--- src/rtl/ex_pkg.sv ---
// Shared definitions for the EX stage and its iterative multiply/divide engine.
// Holds the alu_op encodings, funct codes, engine state type and op selector.
package ex_pkg;

  // alu_op_in encodings
  localparam logic [1:0] ALUOP_ADD   = 2'b00;
  localparam logic [1:0] ALUOP_SUB   = 2'b01;
  localparam logic [1:0] ALUOP_FUNCT = 2'b10;
  localparam logic [1:0] ALUOP_ADD2  = 2'b11;

  // funct_in codes decoded when alu_op_in selects the funct field
  localparam logic [5:0] FN_ADD  = 6'h20;
  localparam logic [5:0] FN_SUB  = 6'h22;
  localparam logic [5:0] FN_AND  = 6'h24;
  localparam logic [5:0] FN_OR   = 6'h25;
  localparam logic [5:0] FN_SLT  = 6'h2A;
  localparam logic [5:0] FN_MUL  = 6'h18;
  localparam logic [5:0] FN_DIV  = 6'h1A;
  localparam logic [5:0] FN_DIVU = 6'h1B;

  typedef enum logic [1:0] {
    ST_IDLE,
    ST_RUN,
    ST_DONE
  } md_state_t;

  typedef enum logic [1:0] {
    MD_MUL,
    MD_DIV,
    MD_DIVU
  } md_op_t;

  typedef enum logic [2:0] {
    ALU_ADD,
    ALU_SUB,
    ALU_AND,
    ALU_OR,
    ALU_SLT
  } alu_fn_t;

  function automatic logic is_muldiv(input logic [1:0] alu_op, input logic [5:0] funct);
    return (alu_op == ALUOP_FUNCT) &&
           ((funct == FN_MUL) || (funct == FN_DIV) || (funct == FN_DIVU));
  endfunction

endpackage

--- src/rtl/muldiv_iter.sv ---
// Iterative 32-step multiply / restoring divide engine.
// Ports:
//   clk, reset      - clock, synchronous active-high reset
//   flush_i         - abort any operation and return to idle
//   start_i         - launch op_i on a_i/b_i (only honoured while idle)
//   op_i            - MD_MUL, MD_DIV (signed) or MD_DIVU
//   a_i, b_i        - operands (multiplicand/dividend, multiplier/divisor)
//   idle_o, run_o, done_o - current engine state
//   result_o        - low product word or quotient, valid while done_o
module muldiv_iter
  import ex_pkg::*;
(
  input  logic        clk,
  input  logic        reset,
  input  logic        flush_i,
  input  logic        start_i,
  input  md_op_t      op_i,
  input  logic [31:0] a_i,
  input  logic [31:0] b_i,
  output logic        idle_o,
  output logic        run_o,
  output logic        done_o,
  output logic [31:0] result_o
);

  md_state_t   state_q;
  logic [4:0]  cnt_q;
  md_op_t      op_q;
  logic        neg_q;    // signed DIV: operand signs differ
  logic        dz_q;     // divisor was zero
  logic [31:0] acc_q;    // MUL partial product
  logic [31:0] x_q;      // MUL multiplicand (shifts left) / DIV divisor magnitude
  logic [31:0] y_q;      // MUL multiplier (shifts right) / DIV dividend->quotient
  logic [31:0] rem_q;    // DIV partial remainder

  logic [31:0] a_mag, b_mag;
  logic [32:0] rem_sh, rem_diff;
  logic [31:0] acc_d, x_d, y_d, rem_d;

  always_comb begin
    a_mag = ((op_i == MD_DIV) && a_i[31]) ? (~a_i + 32'd1) : a_i;
    b_mag = ((op_i == MD_DIV) && b_i[31]) ? (~b_i + 32'd1) : b_i;

    acc_d = acc_q;
    x_d   = x_q;
    y_d   = y_q;
    rem_d = rem_q;

    // Restoring step: the borrow out of rem_diff tells whether the divisor fits.
    rem_sh   = {rem_q, y_q[31]};
    rem_diff = rem_sh - {1'b0, x_q};

    if (op_q == MD_MUL) begin
      if (y_q[0]) acc_d = acc_q + x_q;
      x_d = {x_q[30:0], 1'b0};
      y_d = {1'b0, y_q[31:1]};
    end else begin
      if (!rem_diff[32]) begin
        rem_d = rem_diff[31:0];
        y_d   = {y_q[30:0], 1'b1};
      end else begin
        rem_d = rem_sh[31:0];
        y_d   = {y_q[30:0], 1'b0};
      end
    end
  end

  always_ff @(posedge clk) begin
    if (reset) begin
      state_q <= ST_IDLE;
      cnt_q   <= '0;
      op_q    <= MD_MUL;
      neg_q   <= 1'b0;
      dz_q    <= 1'b0;
      acc_q   <= '0;
      x_q     <= '0;
      y_q     <= '0;
      rem_q   <= '0;
    end else if (flush_i) begin
      state_q <= ST_IDLE;
      cnt_q   <= '0;
    end else begin
      case (state_q)
        ST_IDLE: begin
          if (start_i) begin
            state_q <= ST_RUN;
            cnt_q   <= '0;
            op_q    <= op_i;
            neg_q   <= (op_i == MD_DIV) && (a_i[31] ^ b_i[31]);
            dz_q    <= (b_i == '0);
            acc_q   <= '0;
            rem_q   <= '0;
            if (op_i == MD_MUL) begin
              x_q <= a_i;
              y_q <= b_i;
            end else begin
              x_q <= b_mag;
              y_q <= a_mag;
            end
          end
        end
        ST_RUN: begin
          acc_q <= acc_d;
          x_q   <= x_d;
          y_q   <= y_d;
          rem_q <= rem_d;
          cnt_q <= cnt_q + 5'd1;
          if (cnt_q == 5'd31) state_q <= ST_DONE;
        end
        ST_DONE: state_q <= ST_IDLE;
        default: state_q <= ST_IDLE;
      endcase
    end
  end

  assign idle_o = (state_q == ST_IDLE);
  assign run_o  = (state_q == ST_RUN);
  assign done_o = (state_q == ST_DONE);

  // Magnitude division then sign fix truncates toward zero; 0x80000000/-1
  // falls out naturally as 0x80000000.
  always_comb begin
    if (op_q == MD_MUL)  result_o = acc_q;
    else if (dz_q)       result_o = '1;
    else if (neg_q)      result_o = ~y_q + 32'd1;
    else                 result_o = y_q;
  end

endmodule

--- src/rtl/ex_muldiv_stage.sv ---
// EX pipeline stage: single-cycle ALU plus iterative MUL/DIV/DIVU, feeding
// the EX/MEM register.
// Ports:
//   clk, reset, flush_in            - clock, sync active-high reset, EX squash
//   *_in control / data             - ID/EX register contents
//   reg_write_out .. mem_write_out  - registered EX/MEM control
//   alu_result_out, store_data_out, rd_out, zero_out - registered EX/MEM data
//   stall_out                       - combinational; holds ID/EX and upstream
module ex_muldiv_stage
  import ex_pkg::*;
(
  input  logic        clk,
  input  logic        reset,
  input  logic        flush_in,
  input  logic        reg_write_in,
  input  logic        mem_to_reg_in,
  input  logic        mem_read_in,
  input  logic        mem_write_in,
  input  logic        alu_src_in,
  input  logic        reg_dst_in,
  input  logic [1:0]  alu_op_in,
  input  logic [31:0] rs1_data_in,
  input  logic [31:0] rs2_data_in,
  input  logic [31:0] imm_in,
  input  logic [4:0]  rs2_in,
  input  logic [4:0]  rd_in,
  input  logic [5:0]  funct_in,
  input  logic [5:0]  opcode_in,
  output logic        reg_write_out,
  output logic        mem_to_reg_out,
  output logic        mem_read_out,
  output logic        mem_write_out,
  output logic [31:0] alu_result_out,
  output logic [31:0] store_data_out,
  output logic [4:0]  rd_out,
  output logic        zero_out,
  output logic        stall_out
);

  logic        unused_opcode;
  assign unused_opcode = ^opcode_in;

  logic [31:0] op_b, alu_res, ex_result;
  alu_fn_t     alu_fn;
  logic        md_req, md_start;
  md_op_t      md_op;
  logic        md_idle, md_run, md_done;
  logic [31:0] md_result;

  always_comb begin
    op_b   = alu_src_in ? imm_in : rs2_data_in;
    alu_fn = ALU_ADD;
    case (alu_op_in)
      ALUOP_SUB: alu_fn = ALU_SUB;
      ALUOP_FUNCT: begin
        case (funct_in)
          FN_SUB:  alu_fn = ALU_SUB;
          FN_AND:  alu_fn = ALU_AND;
          FN_OR:   alu_fn = ALU_OR;
          FN_SLT:  alu_fn = ALU_SLT;
          default: alu_fn = ALU_ADD;
        endcase
      end
      default: alu_fn = ALU_ADD;
    endcase

    case (alu_fn)
      ALU_SUB: alu_res = rs1_data_in - op_b;
      ALU_AND: alu_res = rs1_data_in & op_b;
      ALU_OR:  alu_res = rs1_data_in | op_b;
      ALU_SLT: alu_res = {31'b0, $signed(rs1_data_in) < $signed(op_b)};
      default: alu_res = rs1_data_in + op_b;
    endcase

    md_req = is_muldiv(alu_op_in, funct_in);
    if (funct_in == FN_MUL)      md_op = MD_MUL;
    else if (funct_in == FN_DIV) md_op = MD_DIV;
    else                         md_op = MD_DIVU;
  end

  // The instruction stays parked in ID/EX through RUN, so in DONE the inputs
  // still describe it; releasing the stall there advances the pipe past it.
  assign md_start  = md_req && md_idle && !flush_in;
  assign stall_out = !reset && !flush_in && ((md_idle && md_req) || md_run);

  muldiv_iter u_muldiv (
    .clk      (clk),
    .reset    (reset),
    .flush_i  (flush_in),
    .start_i  (md_start),
    .op_i     (md_op),
    .a_i      (rs1_data_in),
    .b_i      (op_b),
    .idle_o   (md_idle),
    .run_o    (md_run),
    .done_o   (md_done),
    .result_o (md_result)
  );

  assign ex_result = md_done ? md_result : alu_res;

  logic        reg_write_q, mem_to_reg_q, mem_read_q, mem_write_q, zero_q;
  logic [31:0] alu_result_q, store_data_q;
  logic [4:0]  rd_q;

  always_ff @(posedge clk) begin
    if (reset || flush_in || stall_out) begin
      reg_write_q  <= 1'b0;
      mem_to_reg_q <= 1'b0;
      mem_read_q   <= 1'b0;
      mem_write_q  <= 1'b0;
      alu_result_q <= '0;
      store_data_q <= '0;
      rd_q         <= '0;
      zero_q       <= 1'b0;
    end else begin
      reg_write_q  <= reg_write_in;
      mem_to_reg_q <= mem_to_reg_in;
      mem_read_q   <= mem_read_in;
      mem_write_q  <= mem_write_in;
      alu_result_q <= ex_result;
      store_data_q <= rs2_data_in;
      rd_q         <= reg_dst_in ? rd_in : rs2_in;
      zero_q       <= (ex_result == '0);
    end
  end

  assign reg_write_out  = reg_write_q;
  assign mem_to_reg_out = mem_to_reg_q;
  assign mem_read_out   = mem_read_q;
  assign mem_write_out  = mem_write_q;
  assign alu_result_out = alu_result_q;
  assign store_data_out = store_data_q;
  assign rd_out         = rd_q;
  assign zero_out       = zero_q;

endmodule
--- config.mk ---
export PLATFORM = sky130hd
export DESIGN_NAME = ex_muldiv_stage
export DESIGN_NICKNAME = d
export VERILOG_FILES = /design/src/rtl/ex_pkg.sv /design/src/rtl/muldiv_iter.sv /design/src/rtl/ex_muldiv_stage.sv
export SDC_FILE = /design/constraint.sdc
export NUM_CORES = 1
export LEC_CHECK = 0
export CAP_MARGIN = 20
export CORE_ASPECT_RATIO = 1.5
export CORE_MARGIN = 4
export CORE_UTILIZATION = 59
export CTS_CLUSTER_SIZE = 12
export DETAILED_ROUTE_END_ITERATION = 10
export GPL_TIMING_DRIVEN = 0
export HOLD_SLACK_MARGIN = 0.1
export PLACE_DENSITY = 0.93
export SYNTH_ARGS = -nofsm -noshare
export SYNTH_HDL_FRONTEND = slang
export SYNTH_SLANG_ARGS = --single-unit
--- constraint.sdc ---
create_clock -name clk -period 8.4 [get_ports clk]
set_clock_uncertainty 0.2 [all_clocks]
set_input_delay 1.68 -clock clk [delete_from_list [all_inputs] [get_ports clk]]
set_output_delay 1.68 -clock clk [all_outputs]
set_load 0.005 [all_outputs]
# ---- Word-level counts from Yosys, hierarchy flattened
# Index checks and enable logic that the tools add are counted.
dict set report op_classes {
  add_sub_neg 8
  order_cmp 1
  eq_ne 22
  muxes 34
  bitwise_logic 7
  reduce_logical 29
}
# op n
set ops {}
lappend ops {{$mux 32} 18}
lappend ops {{$pmux 32 s2} 4}
lappend ops {{$pmux 32 s4} 1}
lappend ops {{$add 32x1->32 const B} 3}
lappend ops {{$not 32->32} 3}
lappend ops {{$add 32x32->32} 2}
lappend ops {{$logic_not 32->1} 2}
lappend ops {{$sub 33x32->33} 1}
lappend ops {{$and 32x32->32} 1}
lappend ops {{$lt 32x32->1} 1}
lappend ops {{$or 32x32->32} 1}
lappend ops {{$sub 32x32->32} 1}
lappend ops {{$eq 6x6->1 const B} 4}
lappend ops {{$eq 6x5->1 const B} 3}
lappend ops {{$pmux 3 s4} 1}
lappend ops {{$mux 5} 2}
lappend ops {{$pmux 5 s2} 1}
lappend ops {{$logic_and 1x1->1} 8}
lappend ops {{$mux 2} 4}
lappend ops {{$reduce_and 4->1} 2}
lappend ops {{$eq 2x1->1 const B} 3}
lappend ops {{$eq 3x2->1 const B} 2}
lappend ops {{$logic_not 2->1} 3}
lappend ops {{$ne 2x1->1 const B} 3}
lappend ops {{other kinds (18)} 27}
dict set report totals {
  ff_bits 213
  elab_cells 118
}

# ---- Depth between registers and ports, before layout
# Gate-level depths: netlist of the first run.
dict set report depth {
  depth_word 9
  ltp_mapped 22
  ltp_nobuf 18
}

# ---- Modules after synthesis
# Synthesis of the first run repeated with hierarchy kept, for this count alone.
dict set report unflattened {
  cells_unflattened 2681
  hier_area_um2 20144.3
}
# mod instances cells_each area_per_inst_um2
set modules_own_cells {}
lappend modules_own_cells {muldiv_iter 1 1647 11982.7}
lappend modules_own_cells {ex_muldiv_stage 1 1034 8161.6}

# ---- Worst setup path before layout of the first run
# No wires, ideal clock.
dict set report synth_path {
  path_kind {input to register}
  startpoint {input port alu_src_in}
  endpoint {register zero_q (netlist: zero_out)}
  setup_time_ps 87
  arrival_ps 6589
  required_time_ps 8113
  path_slack_ps 1524
  stages 20
  path_cell_list {clkbuf_1 -> clkbuf_1 -> buf_2 -> buf_2 -> mux2i_1 -> ha_1 -> clkbuf_1 -> nor2b_1 -> a2111oi_0 -> o211ai_1 -> a31oi_1 -> a21oi_1 -> and3_1 -> o32a_1 -> nor2_1 -> and3_1 -> nand3_1 -> nor4_1 -> nand4_1 -> nor4b_2}
}
dict set report synth_between {
  elab_chain_cells 5
}
# element line_no
set synth_rtl {}
lappend synth_rtl {{start, declared} ex_muldiv_stage.sv:19} ;# input logic alu_src_in,
lappend synth_rtl {{$mux 32 (*)} ex_muldiv_stage.sv:51} ;# op_b = alu_src_in ? imm_in : rs2_data_in;
lappend synth_rtl {{$add 32x32->32, or another cell as far along} ex_muldiv_stage.sv:72} ;# default: alu_res = rs1_data_in + op_b;
lappend synth_rtl {{$pmux 32 s4 (*)} ex_muldiv_stage.sv:67} ;# case (alu_fn)
lappend synth_rtl {{$mux 32 (*)} ex_muldiv_stage.sv:100} ;# assign ex_result = md_done ? md_result : alu_res;
lappend synth_rtl {{$logic_not 32->1 (*)} ex_muldiv_stage.sv:124} ;# zero_q <= (ex_result == '0);
lappend synth_rtl {{end signal, assigned} ex_muldiv_stage.sv:124}
lappend synth_rtl {{end, declared} ex_muldiv_stage.sv:102} ;# logic reg_write_q, mem_to_reg_q, mem_read_q, mem_write_q, zero_q;
# Mark *: on every way between the ends. The rest lies on a longest branch, timed or not.
# A chain may end at the register's enable or synchronous reset.

# ---- Final worst setup path of the first run
# Ends and elaborated chain as after synthesis.

==> summary.txt, run 1 <==
Power
  – Design internal power: 2.04 mW
  – VDD IR max: 0.150 mV
  – Clock share of power: 0.361
  – Standby leakage power: 8.99 nW
  – Switch Pwr: 1.00 mW
  – Power share of the sequential group: 0.343
  – Power density of the placed cells: 133 nW/µm²
  – Sw Ratio: 0.331
  – Share of power burned in combinational logic: 0.296

Timing
  – Number of hold violations in the final report: 0
  – Worst relative slew slack: 0.220
  – Max-slew violation count: 0
  – Setup repair after global routing missed its margin: false
  – Final worst-path cycle share: 1.01
  – Smallest setup slack after layout: -42.8 ps
  – Time the worst path needs with I/O delays and setup: 8440 ps
  – Slew @ Worst Pin: 1160 ps
  – Final setup fails: 1
  – Highest clock frequency the design can meet: 118 MHz

Clock tree
  – Clk Latency, worst-skew pair: 550 ps
  – Post-CTS setup buffer count: 0
  – H-tree Lvls: 1
  – Total CTS buffers: 24
  – Worst-case clock buffer depth: 3
  – Clock tree root driver cell: clkbuf_16
  – Sink Count: 213
  – TritonCTS clock tree: done
  – Count of hold buffers inserted by post-cts repair: 0
  – Clock-pin slew of the registers on the worst-case setup and hold paths: 60 ps

Yosys
  – Post-synthesis cell type count: 83
  – Fraction of registers with async set/reset: 0
  – Avg Cell Area, Syn: 7.46 µm²
  – Sequential cell area fraction in the yosys report: 0.218
  – Prevailing post-synth register cell: dfxtp_1
  – Share of the synthesized area in the top cell type: 0.218
  – Dominant cell type by area after synthesis: dfxtp_1
  – Number of flip-flops and latches in the synthesized netlist: 213
  – YS warnings: 0
  – Number of enable-type register cells in the synthesized netlist: 0
  – Synth Net Count: 2946
  – Largest cells by area after synthesis: dfxtp_1 22%, ha_1 12%, xnor2_1 6.7%
  – Count of mapped cells out of synthesis: 2623
  – Total standard cell area after synthesis: 19600 µm²

Finish
  – Final non-filler cell total: 3274
  – Most common cell after layout, fill and taps aside: nor2_1
  – Multi-input combinational cell area: 14200 µm²
  – Fill count: 2701
  – Sequential cell area in the final layout: 4260 µm²
  – Commonest cells after routing, fill and taps aside: 267 x nor2_1, 259 x nand2_1, 241 x a21oi_1
  – Total Nets Final: 3170
  – Post-synthesis to final-layout area growth: 17.1%
  – Final core utilization: 0.702
  – Antenna cells: 0
  – Share of final-layout standard cells stronger than drive strength 1: 0.0339

Setup path
  – Data required time at the worst endpoint: 8660 ps
  – Crit path top cell by count: clkbuf_2
  – Arr. time, crit path: 8700 ps
  – Reg-to-reg slack, setup: 2990 ps
  – Crit Path Category: input pin to register
  – Critical R2R Launch: u_muldiv.y_q[31]$_SDFFE_PP0P_
  – Kind of capture point of the worst setup path: register
  – Slowest stage cell on the critical path: o31ai_1
  – Reg2Reg Capture Point: u_muldiv.rem_q[25]$_SDFFE_PP0P_
  – Kind of start point of the critical path: input pin
  – Cell-by-cell trace of the critical path: clkdlybuf4s50_1, clkbuf_2, clkbuf_2, buf_2, buf_4, mux2i_1, ha_1, clkbuf_1, inv_1, a2111oi_0, a211oi_1, a21o_1, a31oi_1, o21bai_1, xnor2_1, nor2_1, o31ai_1, nand3_1, nor4_1, nand4_1, nor4b_2
  – CP peak stage delay: 610 ps
  – Critical path peak fanout: 10
  – Cells on worst reg2reg path: 18

Detailed routing
  – Routed wirelength normalized by instance count: 24.3 µm
  – Final routed DRC violation total: 0
  – First-pass detailed-route iteration total: 8
  – Final wirelength: 79.6 mm
  – Average via count per standard cell: 6.67
  – Vias after detailed routing: 21800
  – Post-route ant nets: 0
  – Iter 0 DRT Violations: 2820

Min path
  – Type of the most critical hold path: register to register
  – Number of cells on the worst hold path: 1
  – Endpoint of the worst hold-timing path: u_muldiv.cnt_q[3]$_SDFFE_PP0P_
  – Startpoint of the lowest-slack hold path: u_muldiv.cnt_q[3]$_SDFFE_PP0P_

Floorplan
  – Die outline height: 231 µm
  – Die X-Extent: 157 µm
  – Full die area: 36200 µm²
  – Effective utilization at floorplan: 0.599
  – Top-Level Pins: 204
  – # rows: 81
  – Area of the core region: 32600 µm²

Flow run
  – Max cap viols: 0

Place
  – Placed Instances: 3235
  – Last weighted congestion value of the routability-driven placer: 1.06
  – Total of buffers placed on input and output ports: 196
  – HPWL Detailed: 63.7 mm

Global route
  – Via count of the first global-routing pass: 21300
  – Global-route congestion overflow total: 0
  – Overall Global Routing Usage: 0.419
  – Largest net degree at the start of global routing: 13
  – First-pass GRT wire length: 119 mm
  – Number of antenna violations at the first check in global routing: 1

Status
  – Result of the run: finished with violations
  – Violated checks: setup timing
## worst max-delay path by stage
stage	to	startpoint	cells after the start
floorplan	zero_out$_SDFF_PP0_	alu_src_in	20
global placement	zero_out$_SDFF_PP0_	alu_src_in	22
detailed placement	zero_out$_SDFF_PP0_	alu_src_in	22
CTS	zero_out$_SDFF_PP0_	alu_src_in	22
global route	zero_out$_SDFF_PP0_	alu_src_in	21
finish	zero_out$_SDFF_PP0_	alu_src_in	21
## layer usage
metal | global-route usage | share of wire
met2 | 0.704 | 0.46
met5 | 0 | 0
met4 | 0.303 | 0.093
met3 | 0.0746 | 0.093
met1 | 0.471 | 0.35
## what timing repair did
item	CTS	global route
resized for setup	7	7
endpoints found under the hold margin	0	0
setup endpoints to repair	4	1
## worst max-delay path, delay by kind of cell
family,cells,cell delay [ps]
XOR/XNOR,1,170
AND/OR/NAND/NOR,5,1360
adder cells (fa/ha/maj),1,220
multiplexers,1,570
buffers and inverters,7,2370
AO/OA/AOI/OAI,6,2300
## per-stage QoR
stage	setup slack, ps	total power, mW	hold slack (ps)	area (µm²)	setup TNS, ps
final	-42.8	3.04	275	22900	-42.8
after global routing	16.5	3.13	311	22900	0
after CTS	82.8	3.00	278	22900	0
after detailed placement	-1470	1.92	266	22000	-8170
after global placement	-1470	1.91	240	22000	-7160
after floorplan	1520	1.59	223	19600	0
## state kept, by name, summed over array words and instances (netlist names)
register / flops
alu_result_out: 32
mem_read_out: 1
mem_to_reg_out: 1
mem_write_out: 1
rd_out: 5
reg_write_out: 1
store_data_out: 32
u_muldiv.acc_q: 32
u_muldiv.cnt_q: 5
u_muldiv.dz_q: 1
u_muldiv.neg_q: 1
u_muldiv.op_q: 2
u_muldiv.rem_q: 32
u_muldiv.state_q: 2
u_muldiv.x_q: 32
u_muldiv.y_q: 32
zero_out: 1
## power groups by stage
stage                     registers, mW  logic, mW  clock network [mW]
after floorplan                    1.07      0.524                   0
after global placement             1.06      0.851                   0
after detailed placement           1.06      0.857                   0
after CTS                          1.04      0.865                1.09
after global routing               1.04      0.953                1.13
final                              1.04      0.901                1.10
## synthesized netlist by cell type, drive strengths merged (10+ instances only)
cell type	instances
and2	54
o41ai	10
xnor2	150
nand2	260
nor4	16
a31oi	29
dfxtp	213
a22oi	20
o21bai	28
a211oi	53
a21o	36
ha	190
or3	15
a21oi	241
xor2	30
nor2b	21
o211ai	74
nand4	17
o221ai	31
o31ai	39
nand3	30
inv	162
o21ai	136
a311oi	32
nand2b	40
a221oi	12
nor2	267
o22ai	13
buf	20
nor3	53
mux2i	61
clkbuf	123
and3	12
## kinds of logic (layout without fill, tap and decap cells)
family | Yosys count | in the layout | synth area share
multiplexers | 67 | 67 | 0.0347
AO/OA/AOI/OAI | 833 | 833 | 0.282
buffers and inverters | 305 | 541 | 0.0604
AND/OR/NAND/NOR | 831 | 831 | 0.199
flip-flops | 213 | 213 | 0.218
XOR/XNOR | 180 | 180 | 0.0806
adder cells (fa/ha/maj) | 194 | 194 | 0.126
## cell type report
cell class,count,area share
timing repair buffer,198,0.0862
sequential,213,0.186
tap,415,0.0227
inverter,162,0.0266
multi-input combinational,2105,0.619
buffer,143,0.0253
clock buffer,31,0.0305
clock inverter,7,0.00399
No activity file was read; power rests on OpenSTA's default activity.
==> run 2: changes to the inputs <==
--- a/config.mk
+++ b/config.mk
@@ -14,6 +14,7 @@
 export GPL_TIMING_DRIVEN = 0
 export HOLD_SLACK_MARGIN = 0.1
 export PLACE_DENSITY = 0.93
+export SLEW_MARGIN = 40
 export SYNTH_ARGS = -nofsm -noshare
 export SYNTH_HDL_FRONTEND = slang
 export SYNTH_SLANG_ARGS = --single-unit
==> summary.txt, run 2 (synthesis results as in run 1) <==
Status
  – Result of the run: completed (was finished with violations)

Detailed routing
  – Final wirelength: 80.3 mm (was 79.6 mm)
  – Final routed DRC violation total: 0 (unchanged)
  – Iter 0 DRT Violations: 2592 (was 2820)
  – First-pass detailed-route iteration total: 6 (was 8)
  – Routed wirelength normalized by instance count: 24.5 µm (was 24.3 µm)
  – Average via count per standard cell: 6.67 (about the same)
  – Post-route ant nets: 0 (unchanged)
  – Vias after detailed routing: 21800 (about the same)

Finish
  – Total Nets Final: 3168 (was 3170)
  – Antenna cells: 0 (unchanged)
  – Most common cell after layout, fill and taps aside: nor2_1 (unchanged)
  – Share of final-layout standard cells stronger than drive strength 1: 0.0378 (was 0.0339)
  – Final non-filler cell total: 3274 (unchanged)
  – Commonest cells after routing, fill and taps aside: 267 x nor2_1, 259 x nand2_1, 241 x a21oi_1 (unchanged)
  – Final core utilization: 0.704 (was 0.702)
  – Post-synthesis to final-layout area growth: 17.4% (was 17.1%)

Floorplan
  – Top-Level Pins: 204 (unchanged)
  – Die X-Extent: 157 µm (unchanged)
  – Die outline height: 231 µm (unchanged)
  – Full die area: 36200 µm² (unchanged)
  – # rows: 81 (unchanged)
  – Effective utilization at floorplan: 0.599 (unchanged)
  – Area of the core region: 32600 µm² (unchanged)

Clock tree
  – Post-CTS setup buffer count: 0 (unchanged)
  – Total CTS buffers: 24 (unchanged)
  – Clock tree root driver cell: clkbuf_16 (unchanged)
  – Clock-pin slew of the registers on the worst-case setup and hold paths: 60 ps (about the same)
  – Count of hold buffers inserted by post-cts repair: 0 (unchanged)
  – Sink Count: 213 (unchanged)
  – TritonCTS clock tree: done (unchanged)
  – Clk Latency, worst-skew pair: 560 ps (was 550 ps)
  – H-tree Lvls: 1 (unchanged)
  – Worst-case clock buffer depth: 3 (unchanged)

Setup path
  – Crit Path Category: input pin to register (unchanged)
  – Critical path peak fanout: 10 (unchanged)
  – Arr. time, crit path: 8550 ps (was 8700 ps)
  – Kind of start point of the critical path: input pin (unchanged)
  – Kind of capture point of the worst setup path: register (unchanged)
  – Data required time at the worst endpoint: 8660 ps (about the same)

Timing
  – Smallest setup slack after layout: 117 ps (was -42.8 ps)
  – Number of hold violations in the final report: 0 (unchanged)
  – Setup repair after global routing missed its margin: false (unchanged)
  – Time the worst path needs with I/O delays and setup: 8280 ps (was 8440 ps)
  – Max-slew violation count: 0 (unchanged)
  – Final setup fails: 0 (was 1)
  – Highest clock frequency the design can meet: 121 MHz (was 118 MHz)
  – Worst relative slew slack: 0.353 (was 0.220)
  – Final worst-path cycle share: 0.986 (was 1.01)
  – Slew @ Worst Pin: 961 ps (was 1160 ps)
  – Hold_ws: 265 ps (was 275 ps)

Place
  – Dpl ws: -1550 ps (was -1470 ps)
  – Total of buffers placed on input and output ports: 196 (unchanged)
  – HPWL Detailed: 63.6 mm (was 63.7 mm)
  – Placed Instances: 3234 (was 3235)
  – Last weighted congestion value of the routability-driven placer: 1.06 (unchanged)

Global route
  – Global-route congestion overflow total: 0 (unchanged)
  – Number of antenna violations at the first check in global routing: 0 (was 1)
  – First-pass GRT wire length: 121 mm (was 119 mm)
  – Overall Global Routing Usage: 0.424 (was 0.419)
  – Via count of the first global-routing pass: 21700 (was 21300)
  – Largest net degree at the start of global routing: 13 (unchanged)

Power
  – Power density of the placed cells: 133 nW/µm² (about the same)
  – VDD IR max: 0.173 mV (was 0.150 mV)
  – Standby leakage power: 8.99 nW (about the same)

Min path
  – Type of the most critical hold path: register to register (unchanged)

Flow run
  – Max cap viols: 0 (unchanged)
[run 2: cell types whose count changed in the layout (fill, tap and decap cells not counted), sizes merged]
cell,change
clkbuf,+3
buf,-2
clkinv,-1
[run 2: path summary, 6_finish.rpt]
check	from	to	slack [ps]	cells past startpoint
hold reg to reg	u_muldiv.cnt_q[3]$_SDFFE_PP0P_	u_muldiv.cnt_q[3]$_SDFFE_PP0P_	260	1
setup / recovery	alu_src_in	zero_out$_SDFF_PP0_	120	22
hold / removal	u_muldiv.cnt_q[3]$_SDFFE_PP0P_	u_muldiv.cnt_q[3]$_SDFFE_PP0P_	260	1
setup reg to reg	u_muldiv.y_q[31]$_SDFFE_PP0P_	u_muldiv.rem_q[25]$_SDFFE_PP0P_	2940	17
[run 2: cell type report]
cell class,instances,area (µm²)
Multi-Input combinational cell,2105,14200
Fill cell,2679,9670
Sequential cell,213,4260
Timing Repair Buffer,196,1960
Clock buffer,34,709
Inverter,162,608
Buffer,143,582
Tap cell,415,519
Clock inverter,6,86.3
[run 2: through the flow]
stage | setup TNS (ps) | power [mW] | instance area, µm²
global route | 0 | 3.15 | 23000
CTS | 0 | 3.01 | 22900
global placement | -7160 | 1.91 | 22000
finish | 0 | 3.06 | 23000
detailed placement | -8600 | 1.92 | 22100
floorplan | 0 | 1.59 | 19600
[run 2: layer usage]
metal	global-route usage	vias to the layer above	part of all wire	wire length (µm)
li1	-	9864	-	-
met1	0.466	10200	0.35	28100
met2	0.713	1425	0.47	37500
met3	0.0955	381	0.095	7610
met4	0.300	0	0.088	7030
met5	0	-	0	0
[run 2: timing repair]
| item | 4_1_cts | 5_1_grt |
|---|---|---|
| setup endpoints to repair | 5 | 1 |
| resized for setup | 6 | 10 |
| endpoints found under the hold margin | 0 | 0 |
[run 2: critical path, cell delays in order]
cell and delay (ps):
clkdlybuf4s50_1 500, clkbuf_2 330, clkbuf_2 380, buf_2 400, buf_4 390, mux2i_4 440, inv_1 120, ha_1 230
inv_1 80, fa_1 240, nand2b_1 100, a2111oi_1 540, o211ai_1 250, a31oi_2 390, a31o_2 260, o21ai_1 270
nor4b_1 260, o31ai_1 470, nand3_1 280, nor4_1 440, nand4_1 180, nor4b_2 290
[run 2: power by group]
| group | internal (mW) | total, mW | switching [mW] |
|---|---|---|---|
| Sequential | 1.03 | 1.04 | 0.00845 |
| Clock | 0.644 | 1.11 | 0.463 |
| Combinational | 0.363 | 0.906 | 0.543 |
| Total | 2.04 | 3.06 | 1.01 |
